## src/rtl/rgb_led_pwm_driver_if.sv

```systemverilog
// Pin bundle between the SoC LED register / switches and the RGB LED PWM driver.
// The master side supplies the pattern and settings; the slave side (driver) returns the LED pins.
interface rgb_led_pwm_driver_if #(
   parameter int NUM_LEDS = 4
);
   logic [2*NUM_LEDS-1:0] soc_led;
   logic [1:0]            bright;
   logic                  enable;
   logic [3*NUM_LEDS-1:0] led;
   logic                  frame_start;

   modport master (
      output soc_led, bright, enable,
      input  led, frame_start
   );

   modport slave (
      input  soc_led, bright, enable,
      output led, frame_start
   );
endinterface

```

## src/rtl/rgb_led_pwm_driver.sv

```systemverilog
// PWM-dimmed RGB LED driver: SoC LED bit pairs map to R/G/B per LED.
// Pattern and brightness are latched only at frame boundaries so a frame is never cut short.
module rgb_led_pwm_driver #(
   parameter int PWM_BITS = 8,
   parameter int PRESCALE = 16,
   parameter int NUM_LEDS = 4
) (
   input  logic                  clk,
   input  logic                  reset,
   rgb_led_pwm_driver_if.slave   bus
);

   localparam int                PW         = (PRESCALE > 1) ? $clog2(PRESCALE) : 1;
   localparam logic [PW-1:0]     PRESC_LAST = PW'(PRESCALE - 1);
   localparam logic [PWM_BITS-1:0] CNT_LAST = '1;

   // Duty is one bit wider than the counter so the top setting can exceed every count (always on).
   function automatic logic [PWM_BITS:0] duty_lut(input logic [1:0] sel);
      logic [PWM_BITS:0] one;
      one = (PWM_BITS+1)'(1);
      case (sel)
         2'd0:    return one << (PWM_BITS - 3);
         2'd1:    return one << (PWM_BITS - 2);
         2'd2:    return one << (PWM_BITS - 1);
         default: return one << PWM_BITS;
      endcase
   endfunction

   logic [PW-1:0]         presc_q,   presc_d;
   logic [PWM_BITS-1:0]   pwm_cnt_q, pwm_cnt_d;
   logic [2*NUM_LEDS-1:0] shadow_q,  shadow_d;
   logic [PWM_BITS:0]     duty_q,    duty_d;
   logic [3*NUM_LEDS-1:0] led_q,     led_d;
   logic                  fs_q,      fs_d;
   logic                  tick;
   logic                  frame_evt;
   logic                  lit;

   always_comb begin
      tick      = (presc_q == PRESC_LAST);
      frame_evt = tick && (pwm_cnt_q == CNT_LAST);

      presc_d   = tick ? '0 : presc_q + 1'b1;
      pwm_cnt_d = tick ? pwm_cnt_q + 1'b1 : pwm_cnt_q;

      shadow_d  = frame_evt ? bus.soc_led      : shadow_q;
      duty_d    = frame_evt ? duty_lut(bus.bright) : duty_q;
      fs_d      = frame_evt;

      // enable bypasses the shadow so it takes effect on the very next edge.
      lit   = bus.enable && ({1'b0, pwm_cnt_q} < duty_q);
      led_d = '0;
      for (int i = 0; i < NUM_LEDS; i++) begin
         led_d[i]              = lit & shadow_q[2*i];
         led_d[NUM_LEDS+i]     = lit & shadow_q[2*i+1];
         led_d[2*NUM_LEDS+i]   = lit & shadow_q[2*i] & shadow_q[2*i+1];
      end
   end

   always_ff @(posedge clk) begin
      if (reset) begin
         presc_q   <= '0;
         pwm_cnt_q <= '0;
         shadow_q  <= '0;
         duty_q    <= '0;
         led_q     <= '0;
         fs_q      <= 1'b0;
      end else begin
         presc_q   <= presc_d;
         pwm_cnt_q <= pwm_cnt_d;
         shadow_q  <= shadow_d;
         duty_q    <= duty_d;
         led_q     <= led_d;
         fs_q      <= fs_d;
      end
   end

   assign bus.led         = led_q;
   assign bus.frame_start = fs_q;

endmodule
```

## src/flat_wrapper.sv

```systemverilog
// flat-port wrapper written by rule: the top's interface ports become plain ports
module rgb_led_pwm_driver_flat 
#(
   parameter int PWM_BITS = 8,
   parameter int PRESCALE = 16,
   parameter int NUM_LEDS = 4
)
  (clk, reset, bus_soc_led, bus_bright, bus_enable, bus_led, bus_frame_start);
  rgb_led_pwm_driver_if #(.NUM_LEDS(NUM_LEDS)) bus_i ();
  input  logic clk;
  input  logic reset;
  input wire logic [$bits(bus_i.soc_led)-1:0] bus_soc_led;
  input wire logic [$bits(bus_i.bright)-1:0] bus_bright;
  input wire logic [$bits(bus_i.enable)-1:0] bus_enable;
  output wire logic [$bits(bus_i.led)-1:0] bus_led;
  output wire logic [$bits(bus_i.frame_start)-1:0] bus_frame_start;
  assign bus_i.soc_led = bus_soc_led;
  assign bus_i.bright = bus_bright;
  assign bus_i.enable = bus_enable;
  assign bus_led = bus_i.led;
  assign bus_frame_start = bus_i.frame_start;
  rgb_led_pwm_driver #(.PWM_BITS(PWM_BITS), .PRESCALE(PRESCALE), .NUM_LEDS(NUM_LEDS)) u_core (.clk(clk), .reset(reset), .bus(bus_i));
endmodule
```

## config.mk

```make
export PLATFORM = sky130hd
export DESIGN_NAME = rgb_led_pwm_driver_flat
export DESIGN_NICKNAME = d
export VERILOG_FILES = /design/src/rtl/rgb_led_pwm_driver_if.sv /design/src/rtl/rgb_led_pwm_driver.sv /design/src/flat_wrapper.sv
export SDC_FILE = /design/constraint.sdc
export NUM_CORES = 1
export LEC_CHECK = 0
export CAP_MARGIN = 10
export CORE_UTILIZATION = 45
export DETAILED_ROUTE_END_ITERATION = 16
export PLACE_DENSITY = 0.77
export SETUP_SLACK_MARGIN = 0.02
export SKIP_CTS_REPAIR_TIMING = 1
export SYNTH_ARGS = -nofsm -noshare
export SYNTH_HDL_FRONTEND = slang
export SYNTH_SLANG_ARGS = --single-unit
```

## constraint.sdc

```tcl
create_clock -name clk -period 3 [get_ports clk]
set_clock_uncertainty 0.1 [all_clocks]
set_input_delay 0.75 -clock clk [delete_from_list [all_inputs] [get_ports clk]]
set_output_delay 0.75 -clock clk [all_outputs]
set_load 0.005 [all_outputs]
```

==> results by group, run 1 <==
Clocking
  • Latest clock arrival within the worst-skew pair: 0.34 ns
  • Clock Sinks: 37
  • Clock Pin Slew Worst Setup and Hold Paths: 0.11 ns
  • Total CTS buffers: 5
  • CTS tree: done
  • Maximum root-to-sink buffer count: 2
  • Htree depth: 2
  • Root Buffer: clkbuf_4

Finish
  • Fraction of layout cells with a size suffix above 1: roughly a tenth
  • Diodes inserted: 0
  • # nets final: 198
  • Area growth from synthesis to layout: 22.8%
  • Fill count: 299

Yosys
  • Warnings from Yosys: 0
  • Top post-synthesis cells by count: 37 x dfxtp_1, 21 x nand2b_1, 13 x inv_1, 11 x mux2i_1, 8 x a211oi_1
  • Fraction of registers with async set/reset: 0%
  • EDFF count, synth: 0
  • Synth Register Bits: 37
  • Largest cells by area after synthesis: dfxtp_1 46%, nand2b_1 8.2%, mux2i_1 6.9%
  • Mapped Cells: ~160
  • Post-Syn Nets: 173
  • Synth top area share: 46.4%
  • Sequential share of the synthesized area: 46.4%
  • Unique masters post-synth: 35
  • Synth area leader: dfxtp_1
  • Mean post-synth cell area: 10.2 um2
  • Count leader, synth: dfxtp_1
  • Top_reg_cell synth: dfxtp_1
  • Mapped Area: roughly 0.0016 mm2

Timing
  • Final hold violations: 0
  • Final period util: 67.5%
  • RSZ-0062 raised after global routing: false
  • Max Clock Freq: 0.494 GHz
  • Worst Tran Pin Value: 0.936 ns
  • Crit path time final: 2.02 ns
  • Relative slew slack: between 30% and 40%
  • Final Setup Violations: 0
  • Hold_ws: 0.368 ns
  • Max-slew violations: 0
  • Setup TNS: 0 ns

Route
  • First-pass detailed-route iteration total: 3
  • DRC: 0
  • WL final: 2920 um
  • DRT antenna net count: 0
  • Initial DRC Count: 50
  • DR vias/cell: 5.09
  • Via count: 1160
  • WL per Instance: 12.8 um

Floorplanning
  • Starting Density: 47.5%
  • Core area: 0.00336 mm2
  • FP Rows: 21
  • DIE HEIGHT: 61.6 um
  • I/O pins: 26
  • Die area: 0.00379 mm2
  • Chip Width: 61.6 um

Setup path
  • Top delay family on crit path: simple AND/OR/NAND/NOR gates
  • Worst-path maximum fanout: 9
  • Startpoint types: flop
  • Slowest cell on crit path: nor4_4
  • Bufs and invs on worst path: 1
  • Req. time, crit path: 3.17 ns
  • CP Cell Sequence: ha_1 -> nand4_4 -> nor4_4 -> buf_4 -> mux2i_1
  • Slowest stage delay, CP: 0.43 ns
  • CP arrival: ~2.2 ns
  • Crit Path Class: flop to flop
  • CP endpoint kind: flop

Place
  • DP HPWL: about 2100 um
  • Routability Congestion: 0.701
  • Port bufs: 25

Power
  • Final Power: 899 uW
  • Peak VDD IR: 0.254 mV
  • Sw frac: between 20% and 30%
  • Sequential share of power: 55.5%
  • Clock power frac: between 30% and 40%
  • Comb pwr share: 4.9%
  • Internal power: 719 uW
  • Leakage: around 0.64 nW
  • Psw: around 180 uW
  • PwrDens: 459 mW/mm2

Hold path
  • Hold Path Class: flop to flop

Status
  • Outcome: finished clean

GRT
  • Total track usage: between 10% and 20%
  • Vias in the first global route: 1198
  • First-pass GRT wire length: 5080 um
  • Gr ovfl total: 0
  • Initial antenna violation count: 0
  • Pin count of the biggest net entering global routing: 39

Job
  • Max cap viols: 0
kinds of logic after synthesis:
logic type	count (synthesis)	share of synthesized area, %
adders and majority gates	4	3.13
xor gates and xnor gates	3	1.65
muxes	13	8.31
buffers and inverters	22	5.80
AOI/OAI and AO/OA	25	13.1
and+or+nand+nor	52	21.6
DFF	37	46.4
placed cells by master (no fill, tap or decap), drive strengths merged, types with 2 or more instances in the layout:
master,netlist,routed
nor2b,3,3
inv,13,13
mux2i,11,11
nand2,3,3
a2111oi,4,4
o21ai,2,2
nor2,6,6
mux2,2,2
buf,4,2
nor3,2,2
a21oi,7,7
ha,4,4
nand2b,21,21
dfxtp,37,37
a211oi,8,8
or4,3,3
o31ai,3,3
xnor2,3,3
clkdlybuf4s50,0,25
nand4,3,3
or3b,2,2
clkbuf,5,7
nand3,3,3
cell type report:
type / count / area [um2] / area share (%)
clock inverter: 1 / 30.0 / 1.53
multi-input combinational: 97 / 763 / 38.9
inverter: 13 / 48.8 / 2.49
tap: 46 / 57.6 / 2.94
clock buffer: 7 / 55.1 / 2.81
timing repair buffer: 27 / 265 / 13.5
sequential: 37 / 741 / 37.8
final timing paths:
kind / from / end / slack (ns) / depth (start not counted)
worst max-delay path: u_core.presc_q[0]$_SDFF_PP0_ / u_core.shadow_q[5]$_SDFFE_PP0P_ / 0.98 / 5
worst max register to register: u_core.presc_q[0]$_SDFF_PP0_ / u_core.shadow_q[5]$_SDFFE_PP0P_ / 0.98 / 5
worst min-delay path: u_core.shadow_q[0]$_SDFFE_PP0P_ / u_core.bus.led[0]$_SDFF_PP0_ / 0.37 / 2
worst min register to register: u_core.shadow_q[0]$_SDFFE_PP0P_ / u_core.bus.led[0]$_SDFF_PP0_ / 0.37 / 2
worst min-delay path, delay by kind of cell (launching register included):
| family | cells | cell delay [ns] |
|---|---|---|
| flops | 1 | 0.32 |
| buf+inv | 1 | 0.07 |
| compound gates | 1 | 0.05 |
flip-flops by register name (all words and copies together) (netlist names):
name / flops
u_core.duty_q: 4
u_core.bus.led: 12
u_core.shadow_q: 8
u_core.pwm_cnt_q: 8
u_core.presc_q: 4
u_core.bus.frame_start: 1
power groups by stage:
stage | sequential, mW | clock (mW) | combinational (mW)
2_1_floorplan | 0.509 | 0 | 0.0229
3_3_place_gp | 0.509 | 0 | 0.0419
3_5_place_dp | 0.510 | 0 | 0.0432
4_1_cts | 0.499 | 0.364 | 0.0444
5_1_grt | 0.500 | 0.391 | 0.0482
6_report | 0.499 | 0.356 | 0.0440
metal layers:
metal,wire length [um],global-route usage [%],vias to the layer above,share of wire (%)
met1,1240,20.6,537,43
met5,0,0,-,0
met2,1490,33.2,25,51
met3,110,5.04,7,3.8
met4,73,11.1,0,2.5
li1,-,-,591,-
metrics by stage:
stage               utilization (%)  area [um2]  cells  setup WS (ns)
global route                   58.3        1960    228          0.867
finish                         58.3        1960    228          0.976
detailed placement             55.8        1880    220          0.800
CTS                            58.3        1960    228          0.963
floorplan                         -        1600    156           1.22
global placement               55.8        1880    220          0.842
Power figures use the tool's default switching activity.
==> run 2: changes to the inputs <==
Settings changed: PLACE_DENSITY 0.77 to 0.8.
Clock period 3 ns to 1.8 ns, I/O delays scaled along.
==> run 2 against run 1 <==
  * Flip-flop and latch count did not move
  * Sequential share of layout area is 1.4 points lower
  * Clock power increased by 69%
  * First-iteration DRC count fell by 12%
  * Global-route usage fell by 1.4 points
  * Sequential power is 67% higher
  * Utilization is 2.4 points higher
  * Combinational power is 82% higher
  * Non-clock buffer count rose by 5
==> results by group, run 2 (same netlist as run 1, synthesis figures left out) <==
Route
  • Initial DRC Count: 44
  • WL final: 2960 um
  • WL per Instance: 12.7 um
  • DR vias/cell: ~5.1
  • DRT antenna net count: 0
  • DRC: 0
  • Via count: 1182
  • First-pass detailed-route iteration total: 4

Power
  • PwrDens: 743 mW/mm2
  • Leakage: 0.684 nW
  • Peak VDD IR: 0.491 mV
  • Final Power: approximately 1.5 mW

Timing
  • RSZ-0062 raised after global routing: true
  • Worst Tran Pin Value: 0.643 ns
  • Final period util: 96.1%
  • Max-slew violations: 0
  • Setup TNS: 0 ns
  • Hold_ws: 0.382 ns
  • Final Setup Violations: 0
  • Final hold violations: 0
  • Crit path time final: 1.73 ns
  • Max Clock Freq: around 0.58 GHz
  • Relative slew slack: ~57%

Clocking
  • Root Buffer: clkbuf_4
  • Clock Sinks: 37
  • Latest clock arrival within the worst-skew pair: 0.33 ns
  • Total CTS buffers: 5
  • Htree depth: 2
  • Clock Pin Slew Worst Setup and Hold Paths: 0.11 ns
  • Maximum root-to-sink buffer count: 2
  • CTS tree: done

Job
  • Max cap viols: 0

Finish
  • Fraction of layout cells with a size suffix above 1: 16.6%
  • Area growth from synthesis to layout: 27.9%
  • Fill count: 301
  • Commonest non-fill, non-tap cells in the layout: 35 x dfxtp_1, 24 x clkdlybuf4s50_1, 21 x nand2b_1
  • Diodes inserted: 0
  • Max reg flops: 12
  • Commonest non-fill, non-tap cell in the layout: dfxtp_1
  • # nets final: 203

Floorplanning
  • Starting Density: a little under half
  • Die area: 0.00379 mm2
  • I/O pins: 26
  • DIE HEIGHT: 61.6 um
  • FP Rows: 21
  • Core area: roughly 0.0034 mm2
  • Chip Width: 61.6 um

Setup path
  • CP Cell Sequence: inv_1 -> ha_1 -> a211o_2 -> a2111oi_2
  • R2R setup slack: approximately 0.07 ns
  • CP endpoint kind: flop
  • Slowest stage delay, CP: 0.43 ns
  • Startpoint types: flop
  • Critical Path Start: u_core.duty_q[6]$_SDFFE_PP0P_
  • Worst setup path endpoint: u_core.bus.led[8]$_SDFF_PP0_
  • RR Startpoint: u_core.duty_q[6]$_SDFFE_PP0P_
  • Req. time, crit path: 1.93 ns
  • CP arrival: around 1.9 ns
  • Slowest cell on crit path: a211o_2
  • Reg2reg path depth: 4
  • Reg2reg end: u_core.bus.led[8]$_SDFF_PP0_
  • Worst-path maximum fanout: 12
  • Crit Path Class: flop to flop

Hold path
  • Hold Path Class: flop to flop

GRT
  • Initial antenna violation count: 0
  • Vias in the first global route: 1100
  • Gr ovfl total: 0
  • Total track usage: roughly 18%
  • Pin count of the biggest net entering global routing: 27
  • First-pass GRT wire length: roughly 4700 um

Status
  • Outcome: finished clean

Place
  • Port bufs: 25
  • Routability Congestion: roughly 0.8
  • DP HPWL: 2190 um
[run 2: changes by cell type in the layout (fill, tap and decap cells not counted), sizes merged]
| cell | before | now |
|---|---|---|
| dlymetal6s2s | 0 | 1 |
| clkdlybuf4s50 | 25 | 24 |
| clkinvlp | 0 | 1 |
| buf | 2 | 7 |
| clkbuf | 7 | 6 |
[run 2: power breakdown]
part | total, mW | internal (mW) | switching [mW] | leakage (nW)
registers | 0.834 | 0.824 | 0.00926 | 0.299
clock network | 0.603 | 0.330 | 0.273 | 0.0445
logic | 0.0800 | 0.0484 | 0.0316 | 0.340
[run 2: final cells by class]
type,instances,area [um2],area share (%)
clock buffers,6,51.3,2.51
clock inverters,2,37.5,1.84
inverters,13,48.8,2.39
multi-input cells,97,795,38.9
flip-flops and latches,37,743,36.4
well taps,46,57.6,2.82
repair buffers,32,309,15.1
[run 2: how the worst min path moves through the flow]
stage | start | to | cells past startpoint | slack [ns]
after floorplan | u_core.shadow_q[0]$_SDFFE_PP0P_ | u_core.bus.led[0]$_SDFF_PP0_ | 2 | 0.33
after global placement | u_core.shadow_q[3]$_SDFFE_PP0P_ | u_core.bus.led[5]$_SDFF_PP0_ | 2 | 0.35
after detailed placement | u_core.shadow_q[3]$_SDFFE_PP0P_ | u_core.bus.led[5]$_SDFF_PP0_ | 2 | 0.35
after CTS | u_core.shadow_q[3]$_SDFFE_PP0P_ | u_core.bus.led[5]$_SDFF_PP0_ | 2 | 0.36
after global routing | u_core.shadow_q[1]$_SDFFE_PP0P_ | u_core.shadow_q[1]$_SDFFE_PP0P_ | 2 | 0.41
final | u_core.shadow_q[4]$_SDFFE_PP0P_ | u_core.shadow_q[4]$_SDFFE_PP0P_ | 2 | 0.38
[run 2: metrics by stage]
step / cells / utilization, % / cell area [um2] / worst slack [ns]
CTS: 233 / 59.5 / 2000 / -0.129
floorplan: 156 / - / 1600 / 0.115
global placement: 225 / 56.9 / 1910 / 0.00925
global route: 233 / 60.7 / 2040 / -0.0122
finish: 233 / 60.7 / 2040 / 0.0699
detailed placement: 225 / 56.9 / 1910 / -0.115
[run 2: routing by layer]
layer | wire, um | vias to the layer above | GRT usage, %
met3 | 147 | 8 | 5.88
met5 | 0 | - | 0
met2 | 1480 | 30 | 30.4
met1 | 1250 | 541 | 18.6
li1 | - | 603 | -
met4 | 86 | 0 | 10.2
[run 2: critical path: cells and delay by family (launching register included)]
family,cells,cell delay (ns)
compound gates,2,0.84
buf+inv,1,0.05
flops,1,0.35
fa+ha+maj,1,0.28
==> run 3: changes to the inputs <==
Settings changed: ABC_AREA set to 1, CORE_MARGIN set to 2, PLACE_DENSITY 0.8 to 0.81.
Clock period 1.8 ns to 1.4 ns, I/O delays scaled along.
==> run 3 against run 2 <==
  * Count of clock-buffer cells in the layout is the same
  * Combinational power increased by 29%
  * Utilization increased by 10 points
  * Synthesized cell count up 12%
  * Die area down 2.9%
  * Highest routed layer unchanged
==> results by group, run 3 <==
Clocking
  • Latest clock arrival within the worst-skew pair: 0.35 ns
  • Total CTS buffers: 5
  • CTS tree: done
  • Clock Pin Slew Worst Setup and Hold Paths: 0.13 ns
  • Clock Sinks: 37
  • Root Buffer: clkbuf_4
  • Htree depth: 2
  • Maximum root-to-sink buffer count: 2

Yosys
  • Synth top area share: 51.3%
  • Warnings from Yosys: 0
  • Mapped Area: 0.00145 mm2
  • Unique masters post-synth: 23
  • Simple-gate share of the synthesized area: 28.7%
  • Count leader, synth: dfxtp_1
  • Synth Register Bits: 37
  • Adder-Cell Fraction of Synth Area: under 10%
  • Fraction of registers with async set/reset: 0%
  • Mean post-synth cell area: approximately 8.3 um2
  • Area fraction in compound gates after synthesis: 8.83%
  • Largest cells by area after synthesis: dfxtp_1 51%, nor2_1 8.6%, nand2_1 8.3%
  • Largest family of logic cells by synthesized area: simple AND/OR/NAND/NOR gates
  • Top_reg_cell synth: dfxtp_1
  • Post-Syn Nets: 192
  • Xor/xnor share of the synthesized area: 0.606%
  • Sequential share of the synthesized area: about half
  • Top post-synthesis cells by count: 37 x dfxtp_1, 33 x nor2_1, 32 x nand2_1, 20 x inv_1, 18 x a21oi_1
  • EDFF count, synth: 0
  • Mux contribution to synthesized area: 0%
  • Mapped Cells: 175
  • Synth area leader: dfxtp_1

Finish
  • Final instance area: roughly 0.0022 mm2
  • Diodes inserted: 0
  • Commonest non-fill, non-tap cells in the layout: 29 x nor2_1, 29 x dfxtp_1, 28 x nand2_1
  • Fraction of layout cells with a size suffix above 1: 30.1%
  • Max reg flops: 12
  • Post-Layout Cell Count: 273
  • # nets final: 245
  • Area growth from synthesis to layout: 50.1%

Timing
  • Final Setup Violations: 0
  • Crit path time final: 1.37 ns
  • Final hold violations: 0
  • Max Clock Freq: 0.727 GHz
  • Max-slew violations: 0
  • Relative slew slack: 83.8%
  • Final Worst Setup Slack: 0.0250 ns
  • Final period util: 98.2%
  • Worst Tran Pin Value: 0.241 ns
  • RSZ-0062 raised after global routing: true

Setup path
  • CP arrival: 1.56 ns
  • Reg2reg end: u_core.shadow_q[0]$_SDFFE_PP0P_
  • CP endpoint kind: flop
  • Req. time, crit path: roughly 1.6 ns
  • R2R setup slack: 0.03 ns
  • Slowest cell on crit path: dfxtp_2
  • CP Cell Sequence: ha_4 -> nand3_4 -> clkinv_4 -> buf_6 -> nand4_4 -> a21oi_1
  • RR Startpoint: u_core.presc_q[1]$_SDFF_PP0_
  • Startpoint types: flop
  • Reg2reg path depth: 6
  • Crit Path Class: flop to flop
  • Slowest stage delay, CP: 0.37 ns
  • Worst-path maximum fanout: 5

Power
  • Clock power frac: 38.9%
  • Leakage: approximately 1.1 nW
  • PwrDens: 884 mW/mm2
  • Comb pwr share: around 5.3%
  • Sequential share of power: 55.7%
  • Psw: 415 uW
  • Sw frac: 21.6%
  • Peak VDD IR: slightly below 0.9 mV
  • Internal power: 1.50 mW

Route
  • DR vias/cell: around 4.9
  • DRT antenna net count: 0
  • First-pass detailed-route iteration total: 4
  • WL final: 3650 um
  • WL per Instance: 13.4 um
  • DRC: 0
  • Initial DRC Count: 99
  • Via count: ~1300

Place
  • DP HPWL: 2170 um
  • Post-DP Area: 0.00191 mm2
  • Placed insts: about 260
  • Port bufs: 25
  • Routability Congestion: 0.762
  • Pre-CTS setup slack: -0.197 ns

Floorplanning
  • Chip Width: 60.7 um
  • Die area: 0.00368 mm2
  • Starting Density: 47.3%
  • DIE HEIGHT: 60.7 um
  • Core area: 0.00305 mm2
  • FP Rows: 20
  • I/O pins: 26

GRT
  • Gr ovfl total: 0
  • Initial antenna violation count: 0
  • First-pass GRT wire length: roughly 4800 um
  • Vias in the first global route: approximately 1100
  • Pin count of the biggest net entering global routing: 17
  • Total track usage: 17.3%

Hold path
  • Worst Hold Depth: 2
  • Hold Path Class: flop to flop
  • Worst hold endpoint: u_core.bus.led[9]$_SDFF_PP0_
  • Hold Startpoint: u_core.shadow_q[2]$_SDFFE_PP0P_

Status
  • Outcome: finished clean

Job
  • Max cap viols: 0
==> run 3: cell types whose count changed in the layout (fill, tap and decap cells not counted), moves of 8 or more <==
| cell | before | now |
|---|---|---|
| nand2b_1 | 21 | 0 |
| dlymetal6s2s_1 | 1 | 13 |
| clkdlybuf4s50_1 | 24 | 12 |
| mux2i_1 | 11 | 0 |
| a211oi_1 | 8 | 0 |
| nand2_1 | 3 | 28 |
| buf_4 | 6 | 17 |
| nor2_1 | 5 | 29 |
==> run 3: worst max-delay path by stage <==
stage                                                start                         endpoint  slack [ns]  cells past startpoint
after floorplan               u_core.presc_q[0]$_SDFF_PP0_    u_core.duty_q[5]$_SDFFE_PP0P_        0.03                      7
after global placement                               reset     u_core.bus.led[4]$_SDFF_PP0_       -0.18                      6
after detailed placement                             reset     u_core.bus.led[4]$_SDFF_PP0_       -0.20                      6
after CTS                    u_core.bus.led[10]$_SDFF_PP0_                      bus_led[10]       -0.25                      1
after global routing      u_core.pwm_cnt_q[6]$_SDFFE_PP0P_     u_core.bus.led[8]$_SDFF_PP0_       -0.04                      7
final                         u_core.presc_q[1]$_SDFF_PP0_  u_core.shadow_q[0]$_SDFFE_PP0P_        0.03                      6
==> run 3: worst max-delay path: cells and delay by family, from the launching register on <==
family                   cells  cell delay [ns]
AND/OR/NAND/NOR              2             0.27
AO/OA/AOI/OAI                1             0.19
buffers and inverters        2             0.24
adder cells (fa/ha/maj)      1             0.15
flip-flops                   1             0.37
==> run 3: logic make-up after synthesis <==
| group | count (synthesis) |
|---|---|
| AO/OA/AOI/OAI | 24 |
| XOR/XNOR | 1 |
| adder cells (fa/ha/maj) | 4 |
| buffers and inverters | 24 |
| flip-flops | 37 |
| AND/OR/NAND/NOR | 85 |
==> run 3: power by group through the flow <==
stage          Combinational, mW  Sequential (mW)  Clock (mW)
4_1_cts                   0.0963             1.07       0.735
3_3_place_gp              0.0936             1.09           0
2_1_floorplan             0.0300             1.09           0
5_1_grt                    0.113             1.07       0.805
3_5_place_dp              0.0953             1.09           0
6_report                   0.103             1.07       0.747
==> run 3: per-stage QoR <==
| step | power, mW | utilization (%) | TNS (ns) | hold slack, ns |
|---|---|---|---|---|
| after CTS | 1.90 | 65.1 | -2.99 | 0.352 |
| after detailed placement | 1.18 | 62.5 | -4.32 | 0.336 |
| after global routing | 1.99 | 71.1 | -0.119 | 0.375 |
| final | 1.92 | 71.1 | 0 | 0.360 |
| after global placement | 1.18 | 62.5 | -3.65 | 0.320 |
| after floorplan | 1.12 | - | 0 | 0.308 |
==> run 3: layer usage <==
metal	share of wire (%)	track usage, %	up-vias
met4	0.66	5.90	0
li1	-	-	666
met3	4.6	3.84	4
met1	44	21.5	631
met2	51	29.5	41
met5	0	0	-
==> run 3: final cells by class <==
| class | count | area, um2 |
|---|---|---|
| Sequential cell | 37 | 751 |
| Clock inverter | 2 | 38.8 |
| Fill cell | 226 | 883 |
| Inverter | 22 | 87.6 |
| Timing Repair Buffer | 46 | 464 |
| Multi-Input combinational cell | 116 | 732 |
| Tap cell | 44 | 55.1 |
| Clock buffer | 6 | 41.3 |
